===== src/rtl/add_share_pkg.sv =====
// Shared definitions for the add_share_arb block: FSM state encoding,
// default widths and the round-robin winner search.
package add_share_pkg;

    // Sequencer states: accept an operand pair, run the adder, hold the result.
    typedef enum bit [1:0] {
        S_IDLE = 2'd0,
        S_CALC = 2'd1,
        S_RESP = 2'd2
    } state_t;

    // Default sizing of the block.
    localparam int unsigned DEF_NREQ = 4;
    localparam int unsigned DEF_W    = 4;

    // Largest supported requester count; the search helper works on this width.
    localparam int unsigned MAX_NREQ = 8;

    // Round-robin search: returns the index of the first set bit of valid at
    // or after ptr, searching upward and wrapping at nreq-1 back to 0. Bits at
    // or above nreq are never considered. When no bit is set the result is
    // ptr; callers qualify the result with an OR-reduction of valid.
    function automatic int unsigned rr_pick(
        input logic [MAX_NREQ-1:0] valid,
        input int unsigned         ptr,
        input int unsigned         nreq
    );
        int unsigned idx;
        int unsigned pick;
        logic        found;
        pick  = ptr;
        found = 1'b0;
        for (int unsigned k = 0; k < MAX_NREQ; k++) begin
            idx = ptr + k;
            if (idx >= nreq) begin
                idx = idx - nreq;
            end else begin
                idx = idx;
            end
            if ((k < nreq) && !found && valid[idx[2:0]]) begin
                found = 1'b1;
                pick  = idx;
            end else begin
                found = found;
            end
        end
        return pick;
    endfunction

    // Pointer advance: the slot after idx, wrapping at nreq-1 back to 0.
    function automatic int unsigned rr_next(
        input int unsigned idx,
        input int unsigned nreq
    );
        int unsigned nxt;
        if (idx >= (nreq - 32'd1)) begin
            nxt = 32'd0;
        end else begin
            nxt = idx + 32'd1;
        end
        return nxt;
    endfunction

endpackage : add_share_pkg


===== src/rtl/add_unit.sv =====
// Registered adder: sum = a + b at W+1 bits, loaded only when en is high.
module add_unit
    import add_share_pkg::*;
#(
    parameter int unsigned W = DEF_W
) (
    input  logic         clk,
    input  logic         rst,
    input  logic         en,
    input  logic [W-1:0] a,
    input  logic [W-1:0] b,
    output logic [W:0]   sum
);

    logic [W:0] sum_q;
    logic [W:0] sum_d;

    // Widen both operands by one bit so the carry out is kept in the sum.
    always_comb begin
        sum_d = {1'b0, a} + {1'b0, b};
    end

    // Sum register: holds its value between enables, cleared by reset.
    always_ff @(posedge clk or posedge rst) begin
        if (rst) begin
            sum_q <= '0;
        end else if (en) begin
            sum_q <= sum_d;
        end else begin
            sum_q <= sum_q;
        end
    end

    assign sum = sum_q;

endmodule : add_unit


===== src/rtl/add_share_arb.sv =====
// Round-robin arbiter that shares one registered adder among NREQ requesters.
// One operation takes IDLE (accept) -> CALC (add) -> RESP (hold until taken).
module add_share_arb
    import add_share_pkg::*;
#(
    parameter int unsigned NREQ = DEF_NREQ,
    parameter int unsigned W    = DEF_W,
    localparam int unsigned IDW = $clog2(NREQ)
) (
    input  logic              clk,
    input  logic              rst,
    input  logic [NREQ-1:0]   req_valid,
    input  logic [NREQ*W-1:0] req_a,
    input  logic [NREQ*W-1:0] req_b,
    output logic [NREQ-1:0]   req_ready,
    output logic              rsp_valid,
    output logic [IDW-1:0]    rsp_id,
    output logic [W:0]        rsp_data,
    input  logic              rsp_ready,
    output logic              busy
);

    // Sequencer state and registered outputs.
    state_t         state_q;
    logic           rsp_valid_q;
    logic           busy_q;
    logic [IDW-1:0] rsp_id_q;

    // Round-robin pointer and its value after the current winner.
    logic [IDW-1:0] ptr_q;
    logic [IDW-1:0] ptr_d;

    // Operand and id latches filled on the accepting edge.
    logic [W-1:0]   a_q;
    logic [W-1:0]   b_q;
    logic [IDW-1:0] pend_id_q;

    // Arbitration results for the current cycle.
    logic           any_valid_s;
    logic [IDW-1:0] winner_s;
    logic [NREQ-1:0] grant_s;
    logic [W-1:0]   sel_a_s;
    logic [W-1:0]   sel_b_s;
    logic           accept_s;

    // Adder interface.
    logic           add_en_s;
    logic [W:0]     sum_s;

    // Winner search from the pointer and the matching operand selection.
    always_comb begin
        any_valid_s = |req_valid;
        winner_s    = IDW'(rr_pick(MAX_NREQ'(req_valid), 32'(ptr_q), NREQ));
        sel_a_s     = req_a[winner_s*W +: W];
        sel_b_s     = req_b[winner_s*W +: W];
    end

    // A request is accepted only in IDLE and never while reset is held, so
    // req_ready is guaranteed low during reset even with valids present.
    always_comb begin
        grant_s  = '0;
        accept_s = 1'b0;
        if ((state_q == S_IDLE) && any_valid_s && !rst) begin
            accept_s          = 1'b1;
            grant_s[winner_s] = 1'b1;
        end else begin
            accept_s = 1'b0;
            grant_s  = '0;
        end
    end

    // Next pointer: the slot after the requester whose result is in flight.
    always_comb begin
        ptr_d = IDW'(rr_next(32'(pend_id_q), NREQ));
    end

    // The adder register updates only in CALC, so rsp_data holds in RESP.
    always_comb begin
        if (state_q == S_CALC) begin
            add_en_s = 1'b1;
        end else begin
            add_en_s = 1'b0;
        end
    end

    // Sequencer: accept in IDLE, add in CALC, hold the result in RESP.
    always_ff @(posedge clk or posedge rst) begin
        if (rst) begin
            state_q     <= S_IDLE;
            ptr_q       <= '0;
            a_q         <= '0;
            b_q         <= '0;
            pend_id_q   <= '0;
            rsp_id_q    <= '0;
            rsp_valid_q <= 1'b0;
            busy_q      <= 1'b0;
        end else begin
            case (state_q)
                S_IDLE: begin
                    if (accept_s) begin
                        a_q       <= sel_a_s;
                        b_q       <= sel_b_s;
                        pend_id_q <= winner_s;
                        busy_q    <= 1'b1;
                        state_q   <= S_CALC;
                    end else begin
                        busy_q    <= 1'b0;
                        state_q   <= S_IDLE;
                    end
                end
                S_CALC: begin
                    rsp_id_q    <= pend_id_q;
                    rsp_valid_q <= 1'b1;
                    busy_q      <= 1'b1;
                    state_q     <= S_RESP;
                end
                S_RESP: begin
                    // rsp_ready is only looked at here, so an early assertion
                    // cannot dequeue a result that does not exist yet.
                    if (rsp_ready) begin
                        rsp_valid_q <= 1'b0;
                        ptr_q       <= ptr_d;
                        busy_q      <= 1'b0;
                        state_q     <= S_IDLE;
                    end else begin
                        rsp_valid_q <= 1'b1;
                        busy_q      <= 1'b1;
                        state_q     <= S_RESP;
                    end
                end
                default: begin
                    rsp_valid_q <= 1'b0;
                    busy_q      <= 1'b0;
                    state_q     <= S_IDLE;
                end
            endcase
        end
    end

    add_unit #(
        .W (W)
    ) u_add (
        .clk (clk),
        .rst (rst),
        .en  (add_en_s),
        .a   (a_q),
        .b   (b_q),
        .sum (sum_s)
    );

    assign req_ready = grant_s;
    assign rsp_valid = rsp_valid_q;
    assign rsp_id    = rsp_id_q;
    assign rsp_data  = sum_s;
    assign busy      = busy_q;

endmodule : add_share_arb


===== config.mk =====
export PLATFORM = sky130hd
export DESIGN_NAME = add_share_arb
export DESIGN_NICKNAME = d
export VERILOG_FILES = /design/src/rtl/add_share_pkg.sv /design/src/rtl/add_unit.sv /design/src/rtl/add_share_arb.sv
export SDC_FILE = /design/constraint.sdc
export NUM_CORES = 1
export LEC_CHECK = 0
export CORE_UTILIZATION = 46
export DETAILED_ROUTE_END_ITERATION = 7
export GPL_TIMING_DRIVEN = 0
export PLACE_DENSITY = 0.8
export SYNTH_ARGS = -nofsm -noshare
export SYNTH_HDL_FRONTEND = slang
export SYNTH_HIERARCHICAL = 1
export SYNTH_SLANG_ARGS = --single-unit

===== constraint.sdc =====
create_clock -name clk -period 2.1 [get_ports clk]
set_clock_uncertainty 0.2 [all_clocks]
set_input_delay 0.21 -clock clk [delete_from_list [all_inputs] [get_ports clk]]
set_output_delay 0.21 -clock clk [all_outputs]
set_load 0.02 [all_outputs]

==> key figures, run 1 <==
Detailed routing
  – First DRT Iteration DRCs: 15
  – Via/cell ratio: roughly 5.4
  – Routed wire length per instance: approximately 16 um
  – Routed via count: 1377
  – DRC viols: 0
  – Drt total wl: ~4 mm
  – DRT antenna net count: 0
  – Drt pass-1 iters: 4

Worst setup path
  – Worst Path Arrival: 1.75 ns
  – Most frequent CP cell: buf_6
  – Worst Path Class, Setup: reg2out
  – Crit path max-delay family: flip-flops
  – Crit path cell chain: buf_6, a211oi_4, nor3_4, buf_6, nor4_2, buf_4
  – Bufs and invs on worst path: 3
  – CP Capture Type: output pin
  – Slowest-stage cell, CP: dfrtp_2
  – CP Launch Type: flip-flop
  – Crit Path Max Fanout: 6
  – Crit path required time: approximately 1.7 ns
  – Critical path's largest stage delay: 0.48 ns

Final layout
  – # nets final: about 260
  – Post-layout util: between 70% and 80%
  – Fin cells: around 260
  – Area delta synth->final: 46.8%
  – Share of layout cells above drive strength 1: roughly a third
  – ANT cells: 0
  – Fin area: 0.00236 sq mm

Logic synthesis
  – Seq/Total Area, Yosys: 35.8%
  – Synth Instances: 142
  – Yosys warning total: 6
  – Syn Area/Cell: about 11 sq um
  – Yosys cell types: 40
  – Syn nets: about 190
  – Synthesized area: between 0.0015 and 0.002 sq mm
  – #FFs+latches synth: 23

CTS
  – Worst skew pair latency: 0.32 ns
  – Total CTS buffers: 3
  – H-tree levels: 1
  – CTS tree: built
  – Clock Tree Buf Depth: 2
  – Clock transition at path regs: 0.13 ns
  – Clock Root Buffer: clkbuf_4
  – Clk sinks: 23

Power
  – Switching share of power: about two fifths
  – P_sw: between 1 and 1.5 mW
  – Leakage power: slightly below 1 nW
  – Internal Power: 1.69 mW
  – Flop pwr share: ~28%
  – Power per cell area: around 1200 mW/mm^2
  – Comb pwr share: between 60% and 70%
  – Clock power share: under 10%
  – Worst VDD drop: around 0.75 mV

Min path
  – Worst hold path class: in2async

Timing
  – Setup violations, final: 4
  – Worst Tran Pin Value: ~0.43 ns
  – Unrepaired setup endpoints after global routing: yes
  – FMAX: approximately 0.46 GHz
  – Final Cycle Share: 103%
  – Setup ws final: -0.0557 ns
  – Fin crit period: 2.16 ns
  – Fin. Hold Viols: 0
  – Pins Over Slew Limit: 0
  – Max-slew headroom: 71.2%

GRT
  – Initial antenna violation count: 0
  – Gr ovfl total: 0
  – Vias in the first global route: between 1000 and 1500
  – Global-route wire length before repair: around 6.0 mm
  – Largest net degree at the start of global routing: 19
  – Total track usage: 22.5%

Run
  – Max-Cap Viols: 0

Die
  – Core region area: 0.00334 sq mm
  – Rows: 21
  – Die width: between 60 and 70 um
  – Initial Utilization: between 40 and 50%
  – Die area: approximately 0.0037 sq mm
  – I/O pin cnt: 52
  – Die H: between 60 and 70 um

Placement
  – Gpl congestion: 0.769
  – Placed Area: 0.00219 sq mm
  – DPL Wire Length: about 3 mm
  – Pre-CTS WS: -1.08 ns
  – Port Buf Inserts: 51
  – Placed cells: 239

Status
  – Outcome: complete, but fails checks
  – Failing checks: negative setup slack
-- cell usage after synthesis --
cell type	instances	area, sq um
o31ai_1	1	7.51
nand2b_1	2	12.5
a211oi_4	1	20.0
mux2_2	5	56.3
a21oi_1	2	10.0
nor4_1	1	6.26
o311a_1	1	10.0
o21ba_1	1	10.0
buf_2	3	15.0
mux2_1	1	11.3
and3b_1	1	8.76
o31a_1	8	70.1
ha_1	9	113
xnor2_1	1	8.76
and3_1	1	6.26
nor4_4	1	21.3
nor2b_2	2	17.5
nor3_1	1	5.00
o21ai_0	2	10.0
a21o_1	1	7.51
fa_1	1	20.0
o311ai_1	1	8.76
or4_1	1	7.51
inv_2	1	3.75
dfrtp_1	23	576
mux2i_1	9	90.1
inv_1	10	37.5
o21a_1	2	15.0
buf_6	4	45.0
and2_1	1	6.26
a211oi_2	16	200
nand2_4	1	11.3
nor3_4	2	32.5
nand4b_1	1	8.76
nor2b_1	4	25.0
a31oi_1	1	6.26
o21ai_4	1	16.3
nand2_1	3	11.3
nor2_1	14	52.6
nand3b_1	1	7.51
-- routing by layer --
metal / share of wire (%) / up-vias / global-route usage (%)
met3: 4.8 / 10 / 6.72
met2: 51 / 49 / 40.4
li1: - / 658 / -
met1: 42 / 660 / 25.4
met4: 2.2 / 0 / 7.47
met5: 0 / - / 0
-- kinds of logic (layout without fill, tap and decap cells) --
family / Yosys count / in the layout / share of synthesized area [%]
AND/OR/NAND/NOR: 37 / 37 / 14.9
multiplexers: 15 / 15 / 9.81
buffers and inverters: 18 / 87 / 6.30
AO/OA/AOI/OAI: 38 / 38 / 24.4
flip-flops: 23 / 23 / 35.8
adder cells (fa/ha/maj): 10 / 10 / 8.25
XOR/XNOR: 1 / 1 / 0.545
-- placed cells by master (no fill, tap or decap), drive strengths merged, types with 3 or more instances in the layout --
| cell type | n |
|---|---|
| mux2 | 6 |
| mux2i | 9 |
| nor3 | 3 |
| o31a | 8 |
| dfrtp | 23 |
| buf | 24 |
| nand2 | 4 |
| o21ai | 3 |
| a211oi | 17 |
| inv | 10 |
| clkbuf | 4 |
| clkdlybuf4s50 | 43 |
| nor2 | 14 |
| ha | 9 |
| nor2b | 6 |
-- tightest hold or removal path, delay by kind of cell --
family | cells | cell delay (ns)
buf+inv | 3 | 0.83
-- power groups by stage --
stage,clock (mW),combinational (mW),sequential (mW)
detailed placement,0,1.66,0.824
global placement,0,1.60,0.808
global route,0.232,2.04,0.838
CTS,0.216,1.83,0.812
floorplan,0,1.08,0.881
finish,0.214,1.88,0.818
-- stage by stage --
step	TNS (ns)	hold slack [ns]	total power, mW
2_1_floorplan	0	-0.211	1.97
3_3_place_gp	-6.22	0.275	2.41
3_5_place_dp	-6.79	0.277	2.49
4_1_cts	-0.201	0.125	2.85
5_1_grt	-0.465	0.153	3.11
6_report	-0.159	0.123	2.91
-- state kept, by name (all words and copies together), names as in the netlist --
register,flops
pend_id_q,2
ptr_q,2
busy,1
u_add/sum,5
rsp_valid,1
a_q,4
state_q,2
rsp_id,2
b_q,4
-- worst paths after layout --
kind	start	end	slack, ns	depth (start not counted)
setup / recovery	ptr_q[0]$_DFFE_PP0P_	req_ready[0]	-0.06	6
hold / removal	rst	a_q[1]$_DFFE_PP0P_	0.12	3
setup reg to reg	ptr_q[0]$_DFFE_PP0P_	b_q[2]$_DFFE_PP0P_	0.13	8
hold reg to reg	rsp_valid$_DFFE_PP0P_	rsp_valid$_DFFE_PP0P_	0.30	2
max in group asynchronous	rst	u_add/sum[3]$_DFFE_PP0P_	1.02	3
min in group clk	rsp_valid$_DFFE_PP0P_	rsp_valid$_DFFE_PP0P_	0.30	2
-- what timing repair did --
item                                    in CTS  in global routing
setup buffers                               11                  4
endpoints found under the setup margin      11                  4
resized for setup                           40                  8
hold buffers                                 1                  0
pin swaps                                    7                  3
endpoints found under the hold margin        5                  0
-- layout make-up --
type                       count  area, sq um
tap                           46         57.6
multi-input combinational    101          976
clock inverter                 1         5.00
inverter                      11         47.5
clock buffer                   3         22.5
buffer                         5         50.0
fill                         258          976
timing repair buffer          67          624
sequential                    23          578
Note: power is estimated with default switching activity, not from simulation.
==> run 2: changes to the inputs <==
clock period = 2.2 ns   (was 2.1 ns; I/O delays follow)
==> run 2 against run 1 <==
Against the previous run:
- the flow now finishes without violations
- first-iteration DRC count increased by 80%
- clock power shrank 7%
- sequential share of layout area shrank 0.47 points
- cell count is 1.6% higher
- non-clock buffer count rose by 4
- power decreased by 3.8%
- die area unchanged
- critical endpoint is now req_ready[3]
==> key figures, run 2 (same netlist as run 1, synthesis figures left out) <==
Final layout
  – Fillers: 239 (-7.4%)
  – Area of the multi-input gates: 980 sq um (+0.38%)
  – # nets final: 265 (+1.5%)
  – Register area: 577 sq um (-0.22%)
  – Max reg flops: 5 (unchanged)
  – Share of layout cells above drive strength 1: 34.9% (+1.2 points)
  – Commonest non-fill, non-tap cells in the layout: clkdlybuf4s50_1, dfrtp_1, buf_4
  – Area delta synth->final: 49.4%
  – ANT cells: 0 (unchanged)
  – Most common cell after layout, fill and taps aside: clkdlybuf4s50_1

Detailed routing
  – Drt pass-1 iters: 4 (unchanged)
  – Via/cell ratio: 5.13 (-4.2%)
  – Met1 WL: 1.68 mm (-0.71%)
  – Drt total wl: 3.88 mm (-4.1%)
  – First DRT Iteration DRCs: 27 (+12)
  – Max Used Layer: met4
  – Detailed-routed wire length on met2: 2.03 mm (-1.9%)
  – DRC viols: 0 (unchanged)
  – Routed via count: 1339 (-2.8%)
  – Routed wire length per instance: 14.9 um (-5.6%)
  – Met3 routed WL: 140 um (-28%)
  – DRT antenna net count: 0 (unchanged)

Worst setup path
  – Crit Path Max Fanout: 6 (unchanged)
  – Most frequent CP cell: buf_6
  – CP Launch Type: flip-flop
  – Crit path required time: 1.78 ns (+0.09 ns)
  – Critical path's largest stage delay: 0.46 ns (-0.02 ns)
  – Worst Path Class, Setup: reg2out
  – Worst Path Arrival: 1.77 ns (+0.02 ns)
  – Crit path cell chain: nor2b_2, o21a_1, buf_6, nor3_4, buf_6, nor2b_4, buf_6
  – Crit. Startpoint: ptr_q[0]$_DFFE_PP0P_
  – CP Capture Type: output pin
  – Slowest-stage cell, CP: dfrtp_2
  – Reg2reg start: ptr_q[0]$_DFFE_PP0P_

Power
  – Power per cell area: 1170 mW/mm^2 (-5.4%)
  – Power Total: 2.80 mW (-3.8%)
  – Leakage power: 1.01 nW (+2.5%)
  – Worst VDD drop: 0.766 mV (+1.8%)

GRT
  – Initial antenna violation count: 0 (unchanged)
  – Largest net degree at the start of global routing: 19 (unchanged)
  – Total track usage: 21.2% (-1.3 points)
  – Vias in the first global route: 1309 (-2.2%)
  – Gr ovfl total: 0 (unchanged)
  – Global-route wire length before repair: 5.77 mm (-4.6%)

Die
  – I/O pin cnt: 52 (unchanged)
  – Die area: 0.00374 sq mm (unchanged)
  – Die H: 61.1 um (unchanged)
  – Core region area: 0.00334 sq mm (unchanged)
  – Rows: 21 (unchanged)
  – Die width: 61.1 um (unchanged)
  – Initial Utilization: 48.2% (unchanged)

Placement
  – Port Buf Inserts: 51 (unchanged)
  – DPL Wire Length: 2.81 mm (-4.3%)
  – Gpl congestion: 0.768 (-0.12%)

Run
  – Max-Cap Viols: 0 (unchanged)

Status
  – Outcome: finished, final reports clean

CTS
  – Total CTS buffers: 3 (unchanged)
  – Clk sinks: 23 (unchanged)
  – CTS tree: built
  – Clock Tree Buf Depth: 2 (unchanged)
  – Clock Root Buffer: clkbuf_4
  – H-tree levels: 1 (unchanged)
  – Worst skew pair latency: 0.32 ns (about the same)
  – Clock transition at path regs: 0.13 ns (about the same)

Timing
  – Setup violations, final: 0 (-4)
  – Worst Tran Pin Value: 0.287 ns (-0.143 ns)
  – Fin. Hold Viols: 0 (unchanged)
  – Max-slew headroom: 80.8% (+9.7 points)
  – Final Cycle Share: 99.7%
  – Setup_tns: 0 ns (+0.159 ns)
  – FMAX: around 0.46 GHz
  – Pins Over Slew Limit: 0 (unchanged)
  – Fin crit period: roughly 2.2 ns
  – Unrepaired setup endpoints after global routing: yes

Min path
  – Worst hold path class: in2async
-- run 2: cell type report --
cell class	instances	share of cell area, %
Timing Repair Buffer	69	26.7
Tap cell	46	2.40
Buffer	7	3.02
Inverter	11	1.98
Multi-Input combinational cell	101	40.8
Clock inverter	1	0.208
Clock buffer	3	0.938
Sequential cell	23	24.0
-- run 2: path summary, 6_finish.rpt --
check	to	slack, ns	depth (start not counted)
worst max-delay path	req_ready[3]	0.007	7
worst min-delay path	a_q[1]$_DFFE_PP0P_	0.13	3
worst max register to register	a_q[3]$_DFFE_PP0P_	0.19	8
worst min register to register	rsp_valid$_DFFE_PP0P_	0.30	2
max in group asynchronous	u_add/sum[2]$_DFFE_PP0P_	1.12	3
min in group clk	rsp_valid$_DFFE_PP0P_	0.30	2
-- run 2: report_power, final --
group	internal [mW]	switching, mW
logic	0.946	0.883
registers	0.626	0.144
clock network	0.0682	0.132
-- run 2: critical path: cells and delay by family (launching register included) --
family / cells / cell delay (ns)
buf+inv: 3 / 0.40
flops: 1 / 0.46
compound gates: 1 / 0.19
simple gates: 3 / 0.39
-- run 2: what timing repair did --
item | 4_1_cts | 5_1_grt
hold endpoints to repair | 5 | 0
endpoints found under the setup margin | 13 | 4
pin swaps | 3 | 6
buffers inserted | 9 | 8
hold buffers | 1 | 0
gates resized for setup | 32 | 19
-- run 2: layer usage --
metal	GRT usage, %	vias up
li1	-	661
met1	26.1	645
met2	37.9	29
met3	4.20	4
met4	5.52	0
met5	0	-
-- run 2: metrics by stage --
stage	area, sq um	hold slack (ns)	worst slack (ns)	util, %	instances
floorplan	1610	-0.201	0.0302	-	142
global placement	2180	0.261	-1.18	65.4	239
detailed placement	2180	0.268	-1.25	65.4	239
CTS	2290	0.126	-0.0549	68.7	253
global route	2400	0.130	-0.0611	72.0	261
finish	2400	0.129	0.00672	72.0	261
